$ cat src/rtl/mr_ifetch.sv
// mr_ifetch: instruction fetch stage feeding decode.
// Issues sequential word reads on a valid/ready memory bus, pairs returned words
// with their PCs in a small FIFO, and on a redirect flushes queued words while
// discarding responses that were already in flight for the old path.
`timescale 1ns/1ps

module mr_ifetch #(
  parameter int              XLEN     = 32,
  parameter int              IMAXLEN  = 32,
  parameter logic [XLEN-1:0] RESET_PC = '0,
  parameter int              DEPTH    = 2
) (
  input  logic               clk,
  input  logic               rst,
  output logic               mem_req_valid,
  input  logic               mem_req_ready,
  output logic [XLEN-1:0]    mem_req_addr,
  input  logic               mem_rsp_valid,
  input  logic [IMAXLEN-1:0] mem_rsp_data,
  input  logic               redir_valid,
  input  logic [XLEN-1:0]    redir_pc,
  output logic [IMAXLEN-1:0] inst,
  output logic [XLEN-1:0]    inst_pc,
  output logic               inst_valid,
  input  logic               inst_ready
);

  localparam int PW = (DEPTH > 1) ? $clog2(DEPTH) : 1;
  localparam int CW = $clog2(DEPTH) + 1;
  localparam logic [CW:0]   CREDITS  = (CW+1)'(DEPTH);
  localparam logic [CW-1:0] FULL_CNT = CW'(DEPTH);

  // Fetch state
  logic [XLEN-1:0]    r_pc;
  logic [CW-1:0]      r_outstanding;
  logic [CW-1:0]      r_dropCnt;
  logic [CW-1:0]      r_fifoCount;
  logic [PW-1:0]      r_fifoWr;
  logic [PW-1:0]      r_fifoRd;
  logic [PW-1:0]      r_ifqWr;
  logic [PW-1:0]      r_ifqRd;
  logic [IMAXLEN-1:0] r_fifoInst [DEPTH];
  logic [XLEN-1:0]    r_fifoPc   [DEPTH];
  logic [XLEN-1:0]    r_ifqPc    [DEPTH];

  logic [CW:0]        w_inUse;
  logic               w_reqFire;
  logic               w_rspTake;
  logic               w_rspDrop;
  logic               w_rspPush;
  logic               w_pop;
  logic [XLEN-1:0]    w_redirPc;

  // Words either in flight or buffered may never exceed the FIFO depth, so every
  // returning word is guaranteed a slot.
  assign w_inUse   = {1'b0, r_outstanding} + {1'b0, r_fifoCount};
  assign w_redirPc = redir_pc & {{(XLEN-2){1'b1}}, 2'b00};

  assign mem_req_valid = !rst && !redir_valid && (w_inUse < CREDITS) && (r_dropCnt == '0);
  assign mem_req_addr  = r_pc;
  assign w_reqFire     = mem_req_valid && mem_req_ready;

  // A response either retires a stale request (drop) or belongs to the current path.
  assign w_rspDrop = mem_rsp_valid && (r_dropCnt != '0);
  assign w_rspTake = mem_rsp_valid && (r_dropCnt == '0);
  assign w_rspPush = w_rspTake && !redir_valid;

  assign inst_valid = (r_fifoCount != '0) && !redir_valid;
  assign inst       = r_fifoInst[r_fifoRd];
  assign inst_pc    = r_fifoPc[r_fifoRd];
  assign w_pop      = inst_valid && inst_ready;

  // PC, credit counters and queue pointers; a redirect overrides all normal updates
  always_ff @(posedge clk or posedge rst) begin
    if (rst) begin
      r_pc          <= RESET_PC;
      r_outstanding <= '0;
      r_dropCnt     <= '0;
      r_fifoCount   <= '0;
      r_fifoWr      <= '0;
      r_fifoRd      <= '0;
      r_ifqWr       <= '0;
      r_ifqRd       <= '0;
    end else if (redir_valid) begin
      r_pc          <= w_redirPc;
      r_dropCnt     <= r_dropCnt + r_outstanding - CW'(mem_rsp_valid);
      r_outstanding <= '0;
      r_fifoCount   <= '0;
      r_fifoWr      <= '0;
      r_fifoRd      <= '0;
      r_ifqWr       <= '0;
      r_ifqRd       <= '0;
    end else begin
      if (w_reqFire) begin
        r_pc    <= r_pc + XLEN'(4);
        r_ifqWr <= r_ifqWr + PW'(1);
      end
      if (w_rspTake) begin
        r_ifqRd <= r_ifqRd + PW'(1);
      end
      if (w_rspDrop) begin
        r_dropCnt <= r_dropCnt - CW'(1);
      end
      if (w_rspPush) begin
        r_fifoWr <= r_fifoWr + PW'(1);
      end
      if (w_pop) begin
        r_fifoRd <= r_fifoRd + PW'(1);
      end
      r_outstanding <= r_outstanding + CW'(w_reqFire) - CW'(w_rspTake);
      r_fifoCount   <= r_fifoCount + CW'(w_rspPush) - CW'(w_pop);
    end
  end

  // Storage: in-flight PCs captured on accept, instruction/PC pairs captured on response
  always_ff @(posedge clk or posedge rst) begin
    if (rst) begin
      for (int i = 0; i < DEPTH; i++) begin
        r_fifoInst[i] <= '0;
        r_fifoPc[i]   <= '0;
        r_ifqPc[i]    <= '0;
      end
    end else begin
      if (w_reqFire) begin
        r_ifqPc[r_ifqWr] <= r_pc;
      end
      if (w_rspPush) begin
        r_fifoInst[r_fifoWr] <= mem_rsp_data;
        r_fifoPc[r_fifoWr]   <= r_ifqPc[r_ifqRd];
      end
    end
  end

  // Sanity: no FIFO overflow and no response without a matching request
  always_ff @(posedge clk) begin
    if (!rst) begin
      assert (!(w_rspPush && (r_fifoCount == FULL_CNT) && !w_pop));
      assert (!(w_rspTake && (r_outstanding == '0)));
    end
  end

endmodule

$ cat config.mk
export PLATFORM = sky130hd
export DESIGN_NAME = mr_ifetch
export DESIGN_NICKNAME = d
export VERILOG_FILES = /design/src/rtl/mr_ifetch.sv
export SDC_FILE = /design/constraint.sdc
export NUM_CORES = 1
export LEC_CHECK = 0
export ABC_CLOCK_PERIOD_IN_PS = 9260
export BUFFER_PORTS_ARGS = -buffer_cell sky130_fd_sc_hd__clkbuf_2
export CAP_MARGIN = 0
export CELL_PAD_IN_SITES_DETAIL_PLACEMENT = 1
export CELL_PAD_IN_SITES_GLOBAL_PLACEMENT = 1
export CORE_UTILIZATION = 30
export CTS_BUF_LIST = sky130_fd_sc_hd__clkbuf_4 sky130_fd_sc_hd__clkbuf_8
export CTS_CLUSTER_SIZE = 25
export DETAILED_ROUTE_END_ITERATION = 16
export PLACE_DENSITY_LB_ADDON = 0.1
export SYNTH_ARGS = -nofsm -noshare
export SYNTH_HDL_FRONTEND = slang
export SYNTH_SLANG_ARGS = --single-unit
$ cat constraint.sdc
create_clock -name clk -period 9.26 [get_ports clk]
set_input_delay 2.315 -clock clk [delete_from_list [all_inputs] [get_ports clk]]
set_output_delay 2.315 -clock clk [all_outputs]
set_load 0.01 [all_outputs]
==> results of run 1 <==
final cells by class:
class                           instances  area (µm²)  area share [%]
Clock inverter                          2        38.8           0.314
Multi-Input combinational cell        568        4350            35.2
Inverter                               10        45.0           0.364
Sequential cell                       224        5610            45.3
Clock buffer                           71         883            7.14
Tap cell                              448         561            4.53
Timing Repair Buffer                  171         881            7.12
metal layers:
metal	track usage (%)	vias up	routed length, µm
li1	-	3341	-
met1	22.1	3588	13200
met2	25.0	164	12300
met3	3.25	46	1100
met4	4.57	2	508
met5	0	-	17
Yosys cell counts (5+ instances only):
| cell | number |
|---|---|
| nand4_1 | 9 |
| xor2_1 | 6 |
| xnor2_1 | 8 |
| nor2_1 | 61 |
| buf_4 | 6 |
| o21ai_0 | 54 |
| dfrtp_1 | 224 |
| nand2_1 | 75 |
| o311ai_1 | 5 |
| mux2_1 | 12 |
| buf_2 | 15 |
| nand3_1 | 17 |
| and2_1 | 5 |
| nor2b_1 | 9 |
| clkbuf_1 | 26 |
| a21oi_1 | 34 |
| o211ai_1 | 7 |
| mux2i_1 | 35 |
| inv_1 | 9 |
| ha_1 | 8 |
| buf_1 | 5 |
| mux2_2 | 173 |
critical path: stages:
cell	delay [ps]
clkbuf_2	80
buf_4	310
nor4_1	430
and2_1	180
clkbuf_2	120
state kept, by name, indices dropped and copies added, names as in the netlist:
name	cells
r_ifqPc	60
r_fifoWr	1
r_fifoCount	2
r_fifoRd	1
r_dropCnt	2
r_outstanding	2
r_ifqWr	1
r_fifoPc	60
r_ifqRd	1
mem_req_addr	30
r_fifoInst	64
path summary, 6_finish.rpt:
| kind | to | startpoint |
|---|---|---|
| max in group asynchronous | r_fifoInst[1] | rst |
| max reg2reg | r_ifqPc[58] | r_outstanding[0] |
| min reg2reg | r_fifoRd | r_fifoRd |
| min in group asynchronous | r_fifoCount[0] | rst |
| min | r_fifoRd | r_fifoRd |
| max | mem_req_valid | redir_valid |
logic make-up (layout without fill, tap and decap cells):
kind of cell / count (synthesis) / count (layout)
and+or+nand+nor: 207 / 207
DFF: 224 / 224
other: 1 / 4
xor gates and xnor gates: 14 / 14
buffers and inverters: 65 / 254
muxes: 220 / 220
adders and majority gates: 9 / 9
AOI/OAI and AO/OA: 114 / 114
power groups by stage:
stage	Combinational, mW	Clock [mW]	Sequential (mW)
after floorplan	0.760	0	1.46
after global placement	1.06	0	1.54
after detailed placement	1.07	0	1.55
after CTS	1.08	1.10	1.53
after global routing	1.17	1.14	1.57
final	1.05	1.05	1.52
==> metrics.md, run 1 <==
| Metric | Value |
|---|---|
| Flops & latches, synth | 224 |
| Largest net degree at the start of global routing | between 80 and 90 |
| Wirelength, routed | 27,100 µm |
| Die ar. | approximately 35,000 µm² |
| Fin. max-slew vios | 0 |
| Post-route antenna net violation count | 0 |
| Compound-Gate Fraction of Synth Area | 6.37% |
| Synth area leaders | dfrtp_1 (55%), mux2_2 (19%), mux2i_1 (3.4%) |
| Worst skew pair latency | ~540 ps |
| Initial cell density of the core | 30.5% |
| Largest area contributor in the netlist | dfrtp_1 |
| Worst EP arrival | about 3500 ps |
| Peak supply drop | between 100 and 150 µV |
| P_leak | about 5.8 nW |
| NetSw | between 1 and 1.5 mW |
| Hold/Removal Path Class | register to register |
| Post-layout min period | about 5800 ps |
| Fmax | 0.173 GHz |
| I/O Buffers | 161 |
| Most frequent cells in the layout | dfrtp_1 (222), mux2_2 (173), clkbuf_2 (161), nand2_1 (74), nor2_1 (59) |
| Total power | 3.62 mW |
| # rows | between 60 and 70 |
| Mapped cell area | about 10,000 µm² |
| Comb pwr share | between 20% and 30% |
| Die Span X | between 150 and 200 µm |
| Core area | around 34,000 µm² |
| Area after DPL | around 11,000 µm² |
| Cells after synthesis | around 850 |
| Fin cells | 1,494 |
| CP required | approximately 7000 ps |
| WS Path Type | input pin to output pin |
| Finished Cell Area | around 12,000 µm² |
| Tcrit/Tclk final | 62.3% |
| DR pass1 iterations | 4 |
| CTS Hold Bufs | 0 |
| Vias/cell | 4.78 |
| Startpoint Class | input pin |
| Post-synthesis sequential area ratio | 54.8% |
| H-tree depth | 2 |
| First-pass GRT wire length | around 44,000 µm |
| Share of cells above drive strength 1 | 41.3% |
| TritonCTS buffer count | 44 |
| Ys async rst share | 100% |
| Setup Buffers After CTS | 0 |
| Power density over the cells | 293 nW/µm² |
| Area Growth Syn to Fin | 20.8% |
| Clock skew | 17.4 ps |
| Die Y-Extent | approximately 190 µm |
| Fin. Hold Viols | 0 |
| GP Congestion | between 0.6 and 0.7 |
| Worst slack at placement | ~3500 ps |
| Sum of negative setup slack | 0 ps |
| CP max FO | 58 |
| Net Sw Frac | 31.5% |
| Clock Sinks | 224 |
| FF-to-FF path depth | 9 |
| Unrepaired setup endpoints after global routing | no |
| Number of synthesized flops with an enable pin | 0 |
| Slew of the pin with the lowest slew margin | approximately 1100 ps |
| Via count | 7,141 |
| Maxcap violations | 0 |
| Status | finished clean |
| IO Pins | between 150 and 200 |
| Resize count post-CTS | 0 |
| Final worst slack | 3490 ps |
| DR iter-0 viols | approximately 220 |
| Fin util | between 30% and 40% |
| Max_slew headroom | ~26% |
| DRC Markers | 0 |
| Root buf cell | clkbuf_8 |
| Area fraction in and, or, nand and nor cells after synthesis | under 10% |
| Yosys warning count | 0 |
| Worst Hold Path Cells | 1 |
| Placed Cells | approximately 1,400 |
| Reg power frac | a little over two fifths |
| XOR/XNOR share of the synthesized area | between 1 and 1.5% |
| Gr ovfl total | 0 |
| Clk buf depth | 3 |
| Synth unique cells | between 40 and 50 |
| Antenna violations before repair | 1 |
| Vias in the first global route | 7,703 |
| Synth top area share | a little over half |
| Fillers | approximately 3,700 |
| Clock Power Share | approximately 29% |
| GRT Util Overall | between 15 and 20% |
| Syn Area/Cell | approximately 12 µm² |
| # nets final | approximately 1,100 |
| Commonest non-fill, non-tap cell in the layout | dfrtp_1 |
| HPWL Detailed | around 17,000 µm |
| Antenna Cells | 0 |
| R2R Setup Slk | between 5000 and 6000 ps |
| Synth Flop Type | dfrtp_1 |
| TritonCTS clock tree | done |
| Main combinational cell family by area after synthesis | multiplexers |
| Endpoint class of the critical path | output pin |
| WL/cell | 18.1 µm |
| Clock-pin slew on the worst setup and hold paths | 60 ps |
| Post-synthesis mux area share | 23.8% |
| Synth Area in Adders | under 10% |
| Setup-failing EPs final | 0 |
| P_int | about 2.5 mW |
| Fin Hold WS | roughly 460 ps |
Note: power is estimated with default switching activity, not from simulation.
==> inputs of run 2 (changes only) <==
ABC_CLOCK_PERIOD_IN_PS = 4700   (was 9260)
clock period = 4.7 ns   (was 9.26 ns; I/O delays follow)
==> run 2 against run 1 <==
Clock-buffer cell count did not move. Clock skew increased by 8.1 ps. Final cell count increased by 0.54%. Critical path depth shrank 2. Non-clock buffer count grew 5. Via count down 0.35%. Utilization rose by 0.25 points. Sequential power rose by 98%. Final area up 0.67%. Sequential cell count unchanged. Critical endpoint is now inst_pc[19]. Largest cell class unchanged.
==> metrics.md, run 2 (synthesis results as in run 1) <==
| Metric | Value |
|---|---|
| Status | finished clean |
| Worst path bufs/invs | 2 |
| Hold Startpoint | r_fifoPc[31] |
| Most frequent cells in the layout | dfrtp_1 (222), mux2_2 (173), clkbuf_2 (161), nand2_1 (74), nor2_1 (59) |
| CTS Hold Bufs | 0 |
| Worst Hold Path Cells | 2 |
| Reg2reg end | r_ifqPc[27] |
| Post-route antenna net violation count | 0 |
| FF-to-FF path depth | 7 |
| WL/cell | about 18 µm |
| Clk buf depth | 3 |
| Antenna violations before repair | 0 |
| Setup Buffers After CTS | 0 |
| Fillers | around 3,700 |
| Worst skew pair latency | 550 ps |
| WS Path Type | register to output pin |
| H-tree depth | 2 |
| Fin. Hold Viols | 0 |
| GP Congestion | ~0.71 |
| NetSw | 2.25 mW |
| P_leak | 5.82 nW |
| Clock Sinks | roughly 220 |
| Max_slew headroom | between 30% and 40% |
| Initial cell density of the core | between 30 and 40% |
| Clock skew | about 25 ps |
| Wirelength, routed | 26,900 µm |
| Critical path's slowest cell | dfrtp_2 |
| Vias/cell | roughly 4.7 |
| Finished Cell Area | approximately 12,000 µm² |
| Commonest non-fill, non-tap cell in the layout | dfrtp_1 |
| Worst Hold Path EP | r_fifoPc[31] |
| CP required | ~3500 ps |
| Maxcap violations | 0 |
| Largest net degree at the start of global routing | 90 |
| Hold/Removal Path Class | register to register |
| Endpoint class of the critical path | output pin |
| Post-layout min period | between 3000 and 4000 ps |
| First-pass GRT wire length | about 44,000 µm |
| Vias in the first global route | between 7,000 and 8,000 |
| DR pass1 iterations | 4 |
| Die Y-Extent | between 150 and 200 µm |
| Worst EP arrival | 2260 ps |
| Fmax | 0.291 GHz |
| GRT Util Overall | 15.9% |
| Antenna Cells | 0 |
| Share of cells above drive strength 1 | 41.7% |
| Tcrit/Tclk final | between 70 and 80% |
| Die Span X | ~190 µm |
| # nets final | approximately 1,100 |
| Clock-pin slew on the worst setup and hold paths | roughly 50 ps |
| Die ar. | 34,900 µm² |
| Reg power frac | a little over two fifths |
| Startpoint Class | register |
| P_int | 4.85 mW |
| Crit path largest cell delay | a little over 800 ps |
| TritonCTS buffer count | 43 |
| DR iter-0 viols | roughly 240 |
| I/O Buffers | 161 |
| Comb pwr share | between 20 and 30% |
| Area Growth Syn to Fin | 21.6% |
| Top reg by flops | r_fifoInst |
| DRC Markers | 0 |
| TritonCTS clock tree | done |
| Setup-failing EPs final | 0 |
| HPWL Detailed | about 18,000 µm |
| Resize count post-CTS | 0 |
| Unrepaired setup endpoints after global routing | no |
| # rows | 67 |
| R2R Setup Slk | 1700 ps |
| Peak supply drop | 235 µV |
| Net Sw Frac | 31.7% |
| Clock Power Share | 28.2% |
| Area after DPL | ~12,000 µm² |
| Sum of negative setup slack | 0 ps |
| IO Pins | around 170 |
| CP delay by family, top | flip-flops |
| Fin. max-slew vios | 0 |
| RR Startpoint | r_outstanding[0] |
| Via count | 7,116 |
| CP max FO | 43 |
| Slew of the pin with the lowest slew margin | a little over 1000 ps |
| Root buf cell | clkbuf_8 |
| Total power | between 7 and 8 mW |
| Core area | 33,500 µm² |
| Gr ovfl total | 0 |
| Cell Chain, Critical Path | buf_12, mux2_2, clkbuf_2 |
| Max reg flops | 64 |
| Biggest registers after layout | r_fifoInst x64, r_fifoPc x60, r_ifqPc x60 |
| Power density over the cells | 570 nW/µm² |
==> run 2: layout make-up <==
type	instances	area, µm²	share of cell area, %
inverters	10	41.3	0.332
clock inverters	5	56.3	0.452
flip-flops and latches	224	5610	45.0
clock buffers	71	840	6.74
well taps	448	561	4.50
multi-input cells	568	4350	34.9
repair buffers	176	993	7.98
==> run 2: tightest hold or removal path: stages (launching register included) <==
cell and delay, ps:
dfrtp_1 330, nand2_1 40, o21ai_0 60
==> run 2: worst max-delay path by stage <==
stage / start / to / slack, ps / cells after the start
finish: r_fifoRd / inst_pc[19] / 1270 / 3
global route: r_fifoRd / inst_pc[18] / 1140 / 3
CTS: r_fifoRd / inst_pc[16] / 1160 / 3
detailed placement: redir_valid / r_fifoInst[50] / 1230 / 7
global placement: redir_valid / r_fifoInst[32] / 1250 / 7
floorplan: rst / mem_req_addr[10] / 600 / 1
==> run 2: power by group through the flow <==
stage / combinational (mW) / sequential [mW] / clock, mW
floorplan: 1.50 / 2.87 / 0
global placement: 2.08 / 3.04 / 0
detailed placement: 2.12 / 3.06 / 0
CTS: 2.13 / 3.03 / 2.09
global route: 2.32 / 3.12 / 2.19
finish: 2.08 / 3.01 / 2.00
==> run 2: per-layer routing <==
metal / wire length, µm / global-route usage (%) / vias to the layer above
met5: 0 / 0 / -
met4: 530 / 4.73 / 0
met3: 1360 / 3.84 / 45
met2: 12200 / 25.0 / 158
met1: 12800 / 21.7 / 3564
li1: - / - / 3349
==> run 2: per-stage QoR <==
step	hold WS (ps)	cells	setup slack (ps)	util, %
2_1_floorplan	444	857	601	-
3_3_place_gp	456	1426	1250	34.5
3_5_place_dp	465	1426	1230	34.5
4_1_cts	480	1502	1160	37.1
5_1_grt	495	1502	1140	37.1
6_report	471	1502	1270	37.1
